===== config.mk =====
export PLATFORM = sky130hd
export DESIGN_NAME = pe_addsub_pipe
export DESIGN_NICKNAME = d
export VERILOG_FILES = /design/src/rtl/pe_addsub_pipe.sv
export SDC_FILE = /design/constraint.sdc
export NUM_CORES = 1
export LEC_CHECK = 0
export CORE_MARGIN = 8
export CORE_UTILIZATION = 35
export CTS_BUF_LIST = sky130_fd_sc_hd__clkbuf_2
export DETAILED_ROUTE_END_ITERATION = 8
export REMOVE_ABC_BUFFERS = 1
export SLEW_MARGIN = 20
export SYNTH_ARGS = -nofsm -noshare
export SYNTH_HDL_FRONTEND = slang
export SYNTH_SLANG_ARGS = --single-unit

===== constraint.sdc =====
create_clock -name clk -period 5.99 [get_ports clk]
set_input_delay 1.797 -clock clk [delete_from_list [all_inputs] [get_ports clk]]
set_output_delay 1.797 -clock clk [all_outputs]
set_load 0.05 [all_outputs]

===== src/rtl/pe_addsub_pipe.sv =====
// rtl/pe_addsub_pipe.sv - pipelined modular add/sub butterfly PE for the NTT/INTT datapath
//
// Purpose:
//   Computes one butterfly per enabled cycle. Each sample's mode selects
//   one of four results:
//   - (u+v mod Q, u-v mod Q)
//   - the same pair halved mod Q
//   - pass (u, v)
//   - swap (v, u)
//   IN_DEPTH input stages sit before the arithmetic and OUT_DEPTH output
//   stages sit after it, so the latency can match the multiplier PE.
//
// Ports:
//   clk        clock, all state on rising edge
//   rst        asynchronous active-low reset
//   en         pipeline advance, 0 freezes every stage
//   in_valid   u/v/mode carry a sample this cycle
//   mode       00 fwd, 01 inv-half, 10 pass, 11 swap
//   u, v       operands in [0, Q-1]
//   out_valid  bf_upper/bf_lower carry a result
//   bf_upper   upper result
//   bf_lower   lower result
//   busy       any stage holds a valid sample
module pe_addsub_pipe #(
  parameter int DATA_WIDTH = 12,
  parameter int Q          = 3329,
  parameter int IN_DEPTH   = 3,
  parameter int OUT_DEPTH  = 3
) (
  input  logic                  clk,
  input  logic                  rst,
  input  logic                  en,
  input  logic                  in_valid,
  input  logic [1:0]            mode,
  input  logic [DATA_WIDTH-1:0] u,
  input  logic [DATA_WIDTH-1:0] v,
  output logic                  out_valid,
  output logic [DATA_WIDTH-1:0] bf_upper,
  output logic [DATA_WIDTH-1:0] bf_lower,
  output logic                  busy
);

  localparam int W = DATA_WIDTH;
  localparam logic [W:0] QX = (W+1)'(Q);

  // input stage chain: {valid, mode, u, v}
  logic [IN_DEPTH-1:0] in_vld;
  logic [1:0]          in_mode [IN_DEPTH];
  logic [W-1:0]        in_u    [IN_DEPTH];
  logic [W-1:0]        in_v    [IN_DEPTH];

  // output stage chain: {valid, upper, lower}
  logic [OUT_DEPTH-1:0] out_vld;
  logic [W-1:0]         out_up [OUT_DEPTH];
  logic [W-1:0]         out_lo [OUT_DEPTH];

  // Data registers load on every enabled edge whatever the valid bit says;
  // only the valid bits decide what downstream treats as a sample.
  always_ff @(posedge clk or negedge rst) begin
    if (!rst) begin
      in_vld <= '0;
      for (int i = 0; i < IN_DEPTH; i++) begin
        in_mode[i] <= '0;
        in_u[i]    <= '0;
        in_v[i]    <= '0;
      end
    end else if (en) begin
      in_vld[0]  <= in_valid;
      in_mode[0] <= mode;
      in_u[0]    <= u;
      in_v[0]    <= v;
      for (int i = 1; i < IN_DEPTH; i++) begin
        in_vld[i]  <= in_vld[i-1];
        in_mode[i] <= in_mode[i-1];
        in_u[i]    <= in_u[i-1];
        in_v[i]    <= in_v[i-1];
      end
    end
  end

  // Arithmetic on the last input stage, one guard bit wide.
  logic [W:0]   a_u, a_v, s_raw, d_raw;
  logic [W-1:0] sum_r, diff_r;
  logic [W-1:0] res_up, res_lo;

  assign a_u   = {1'b0, in_u[IN_DEPTH-1]};
  assign a_v   = {1'b0, in_v[IN_DEPTH-1]};
  assign s_raw = a_u + a_v;
  assign d_raw = a_u - a_v;
  assign sum_r  = W'((s_raw >= QX) ? s_raw - QX : s_raw);
  // The guard bit of d_raw is set exactly when u < v, because both are < 2^W.
  assign diff_r = W'(d_raw[W] ? d_raw + QX : d_raw);

  // x/2 mod Q for x < Q: an odd x is made even by adding the odd modulus.
  function automatic logic [W-1:0] half(input logic [W-1:0] x);
    logic [W:0] t;
    t = x[0] ? ({1'b0, x} + QX) : {1'b0, x};
    return t[W:1];
  endfunction

  always_comb begin
    res_up = sum_r;
    res_lo = diff_r;
    case (in_mode[IN_DEPTH-1])
      2'b00: begin
        res_up = sum_r;
        res_lo = diff_r;
      end
      2'b01: begin
        res_up = half(sum_r);
        res_lo = half(diff_r);
      end
      2'b10: begin
        res_up = in_u[IN_DEPTH-1];
        res_lo = in_v[IN_DEPTH-1];
      end
      default: begin
        res_up = in_v[IN_DEPTH-1];
        res_lo = in_u[IN_DEPTH-1];
      end
    endcase
  end

  always_ff @(posedge clk or negedge rst) begin
    if (!rst) begin
      out_vld <= '0;
      for (int i = 0; i < OUT_DEPTH; i++) begin
        out_up[i] <= '0;
        out_lo[i] <= '0;
      end
    end else if (en) begin
      out_vld[0] <= in_vld[IN_DEPTH-1];
      out_up[0]  <= res_up;
      out_lo[0]  <= res_lo;
      for (int i = 1; i < OUT_DEPTH; i++) begin
        out_vld[i] <= out_vld[i-1];
        out_up[i]  <= out_up[i-1];
        out_lo[i]  <= out_lo[i-1];
      end
    end
  end

  assign out_valid = out_vld[OUT_DEPTH-1];
  assign bf_upper  = out_up[OUT_DEPTH-1];
  assign bf_lower  = out_lo[OUT_DEPTH-1];
  assign busy      = (|in_vld) | (|out_vld);

endmodule


# After elaboration in Yosys (flattened, before gate mapping)
# Index checks and enable logic that the tools add are counted.
# totals
register_bits	156
output_inout_bits	26
# op_classes
addsub	6
n_lt_le_gt_ge	1
n_eq_ne	2
muxes	6
n_bitwise	1
n_reduce_logical	3
# op_table
operator	count
12-bit one-hot mux with 3 select lines	2
12-bit by 12-bit adder with 13-bit output, second input constant	2
13-bit 2-to-1 mux	2
12-bit 2-to-1 mux	2
12-bit by 12-bit adder with 13-bit output	1
13-bit by 12-bit greater-or-equal comparator with 1-bit output, second input constant	1
12-bit by 12-bit subtractor with 13-bit output	1
12-bit adder, second input constant	1
12-bit subtractor, second input constant	1
3-bit OR reduction	2
2-bit by 1-bit equality test with 1-bit output, second input constant	1
2-bit equality test, second input constant	1
2-bit logical NOT	1
1-bit OR	1

# Longest topological paths before layout
# logic_depth
depth_word	6
mapped_depth	20
ltp_nobuf	19

# Worst setup path before layout
# OpenSTA, ideal clock, no wires.
# synth_timing
kind	register to register
from	reg in_u (netlist bit a_u[0])
to	reg out_lo[33] in the netlist's numbering
t_arrival_ns	4.202
required_ns	5.891
path_slack_ns	1.689
path_stages_with_launch	20
period_less_slack_ns	4.301
path_cell_list	dfrtp_1 > inv_1 > ha_1 > fa_1 > nand2b_1 > a211oi_1 > o2111a_1 > nor3_1 > clkbuf_1 > xnor2_1 > ha_1 > nor3b_1 > nand3_1 > a21oi_1 > a311oi_1 > or3_1 > a21oi_1 > nand2b_1 > xnor2_1 > a311oi_1
# synth_via
elab_chain_len	6
# synth_lines
element	line_no	source
from (decl)	49	logic [W-1:0] in_u [IN_DEPTH];
from (signal, indexed assignment)	75	in_u[i] <= in_u[i-1];
12-bit by 12-bit subtractor with 13-bit output *	89	assign d_raw = a_u - a_v;
12-bit adder	92	assign diff_r = W'(d_raw[W] ? d_raw + QX : d_raw);
12-bit 2-to-1 mux *	92	
12-bit by 12-bit adder with 13-bit output	97	t = x[0] ? ({1'b0, x} + QX) : {1'b0, x};
13-bit 2-to-1 mux	97	
12-bit one-hot mux with 3 select lines *	104	case (in_mode[IN_DEPTH-1])
to (signal, indexed assignment)	138	out_lo[i] <= out_lo[i-1];
to (decl)	55	logic [W-1:0] out_lo [OUT_DEPTH];
# Mark *: on every way between the ends. The rest lies on a longest branch, timed or not.
# A chain may end at the register's enable or synchronous reset.

# Worst setup path in the final report
# Same ends and word-level chain as after synthesis.

==> results.yml <==
clock_network:
  clock-root-buffer: "clkbuf_2"
  h-tree-depth: 4
  clk_pin_slew_ps: 220
  hold_buffers: 0
  numCtsBuffers: 17
  insertion_delay_ps: 720
  cts_buffer_depth: 2
  clkSinkCount: 156
  cts_tree: "built"
  cts_resized: 0
  postCtsSetupBuffers: 0
timing:
  slew_violations: 0
  post-route-period-util: 0.844
  rsz0062_at_grt: "no"
  clock_skew_ps: 23.1
  final.min_clock_period_ps: 5060
  finalSetupTns_ps: 0
  worstMarginPinSlew_ps: 983
  max-slew-margin-rel: 0.340
  timing.fmax_mhz: 198
  setup_viol: 0
  hold_viol: 0
floorplanning:
  dieHeight_um: 180
  fp.coreArea_um2: 26700
  ios: 56
  fp-row-count: 60
  dieArea_um2: 32500
  die_w_um: 180
  start_util: 0.354
setup_path:
  crit_path_top_delay_cell: "xnor2_1"
  criticalPathCategory: "flip-flop to flip-flop"
  cp_data_arrival_time_ps: 5700
  cp_max_fo: 11
  max_stage_delay_ps: 670
  r2r_slack_ps: 930
  rr_worst_depth: 19
  cp_num_buf_inv: 2
  endpoint_kind: "flip-flop"
  worstReg2RegStart: "a_u[0]"
  crit_family: "compound AO/OA/AOI/OAI gates"
  cp_cell_sequence: "inv_1 > ha_1 > fa_1 > nand2b_1 > a211oi_1 > o2111a_1 > nor3_1 > buf_4 > xnor2_1 > ha_1 > nor3b_1 > nand3_1 > a21oi_1 > a311oi_1 > or3_1 > a21oi_1 > nand2b_1 > xnor2_1 > a311oi_1"
  cp.required_ps: 6630
  r2r_end: "out_lo[33]"
  startpoint_type: "flip-flop"
placement:
  gp_congestion: 0.884
  dpl.hpwl_um: 15300
  portBuffers: 55
detailed_routing:
  avgViaCountPerCell: 5.34
  drtIter0Drc: 397
  first_pass_iters: 4
  dr_total_vias: 6764
  ant_nets: 0
  drc: 0
  wl_per_cell_um: 16.9
  route.final.wire_length_um: 21400
synthesis:
  ys_types: 80
  synth.avg_cell_area_um2: 10.5
  synth_area_um2: 9460
  synth_seq_cells: 156
  synth-edff-count: 0
  yosys_warnings: 0
  synth-seq-area-share: 0.413
  async_flop_share: 1.00
  synthFlopType: "dfrtp_1"
  netlist_instances: 899
global_routing:
  antenna_found_initial: 1
  grt_pass1_vias: 6554
  grtUsageTotal: 0.131
  grt_max_degree: 84
  grt_pass1_wl_um: 35100
  grt_overflow_total: 0
job:
  max-cap-violations: 0
power:
  leakage_nw: 4.23
  finalPower_w: 0.00520
  ir_drop_uv: 187
  intPower_w: 0.00283
  switchingPower_w: 0.00237
  swShare: 0.456
  pwr_density_cell_nw_per_um2: 500
  clock_power_share: 0.121
  comb_power_share: 0.580
  sequentialPowerShare: 0.299
final_layout:
  drive_above_1_share: 0.219
  nNetsFinal: 973
  area_growth_pct: 9.94
hold_path:
  hp-start: "in_v[13]"
  hold_path_class: "flip-flop to flip-flop"
  hold_path_depth: 2
  whs_endpoint: "a_v[1]"
outcome:
  status: "completed"
-- cells by family (layout without fill, tap and decap cells) --
logic type / after synthesis / count (layout) / synth area share
buffers and inverters: 96 / 122 / 0.0500
adder cells (fa/ha/maj): 31 / 31 / 0.0426
other: 0 / 1 / 0
XOR/XNOR: 51 / 51 / 0.0492
multiplexers: 155 / 155 / 0.191
AND/OR/NAND/NOR: 228 / 228 / 0.122
AO/OA/AOI/OAI: 182 / 182 / 0.132
flip-flops: 156 / 156 / 0.413
-- cells in the mapped netlist (4+ instances only) --
cell	count	area, um2
xnor2_1	36	315
nand3_1	18	90.1
a22oi_1	4	30.0
a31oi_1	8	50.1
o21ai_0	42	210
xor2_1	14	123
or3_1	4	25.0
clkbuf_1	34	128
or2_2	10	62.6
nor3_1	19	95.1
ha_1	29	363
nor2_1	56	210
nor2b_1	11	68.8
and2_1	6	37.5
a21oi_1	40	200
nand2b_1	12	75.1
inv_1	27	101
o31ai_1	5	37.5
a221oi_1	6	52.6
mux2i_1	16	160
o22ai_1	4	25.0
nand4_1	5	31.3
nand2_1	56	210
dfrtp_1	156	3900
a211oi_1	8	60.1
and3_1	7	43.8
mux4_2	7	158
mux2_2	131	1480
a21o_1	7	52.6
buf_4	24	180
o211ai_1	11	82.6
o21a_1	4	30.0
nor4_1	6	37.5
buf_2	6	30.0
-- metal layers --
metal  track usage  part of all wire  up-vias
met3        0.0218             0.038       24
met4        0.0476             0.020        0
li1              -                 -     3273
met1         0.185              0.50     3340
met5             0                 0        -
met2         0.199              0.44      127
-- stage by stage --
step / instances / util / setup WS, ps / instance area (um2) / hold slack (ps)
detailed placement: 1234 / 0.379 / 995 / 10100 / 473
global route: 1267 / 0.389 / 525 / 10400 / 524
floorplan: 830 / - / 1400 / 9080 / 448
CTS: 1266 / 0.389 / 944 / 10400 / 517
global placement: 1234 / 0.379 / 1090 / 10100 / 467
finish: 1267 / 0.389 / 932 / 10400 / 510
-- tightest hold or removal path, cell delays in order (launching register included) --
cell and delay, ps:
dfrtp_1 390, nand2_1 50, o21ai_0 60
-- flip-flops by register name (all words and copies together) (netlist names), 6 cells and up --
register	count
a_u	12
out_lo	24
out_up	24
a_v	12
in_mode	6
in_v	24
bf_upper	12
bf_lower	12
in_u	24
-- worst max path at each step --
stage | slack (ps) | cells past startpoint | endpoint | startpoint
3_5_place_dp | 990 | 19 | out_lo[33] | a_u[0]
6_report | 930 | 19 | out_lo[33] | a_u[0]
4_1_cts | 940 | 19 | out_lo[33] | a_u[0]
3_3_place_gp | 1090 | 19 | out_lo[33] | a_u[0]
2_1_floorplan | 1400 | 12 | out_up[28] | a_u[6]
5_1_grt | 520 | 19 | out_lo[33] | a_u[0]
-- area by class of cell --
class	instances	area, um2
tap	341	427
inverter	27	101
fill	2676	16300
timing repair buffer	63	626
clock buffer	17	85.1
clock inverter	15	170
multi-input combinational	647	5080
sequential	156	3910
antenna	1	2.50
-- layout by cell type (no fill, tap or decap), types with 7 or more instances in the layout --
cell / netlist / final
a21oi_1: 40 / 40
o211ai_1: 11 / 11
o21ai_0: 42 / 42
a21o_1: 7 / 7
xnor2_1: 36 / 36
a211oi_1: 8 / 8
nor2b_1: 11 / 11
nand3_1: 18 / 18
clkdlybuf4s50_1: 0 / 53
dfrtp_1: 156 / 155
mux2i_1: 16 / 16
mux2_2: 131 / 131
buf_4: 24 / 7
clkbuf_2: 0 / 17
nand2_1: 56 / 56
nor2_1: 56 / 56
and3_1: 7 / 7
nand2b_1: 12 / 12
nor3_1: 19 / 19
ha_1: 29 / 29
inv_1: 27 / 27
xor2_1: 14 / 14
or2_2: 10 / 10
a31oi_1: 8 / 8
mux4_2: 7 / 7
-- power groups by stage --
stage	combinational (W)	clock, W	sequential (W)
6_report	0.00302	0.000627	0.00156
5_1_grt	0.00328	0.000703	0.00161
4_1_cts	0.00301	0.000664	0.00156
3_5_place_dp	0.00299	0	0.00159
3_3_place_gp	0.00298	0	0.00158
2_1_floorplan	0.00190	0	0.00185
No activity file was read; power rests on OpenSTA's default activity.
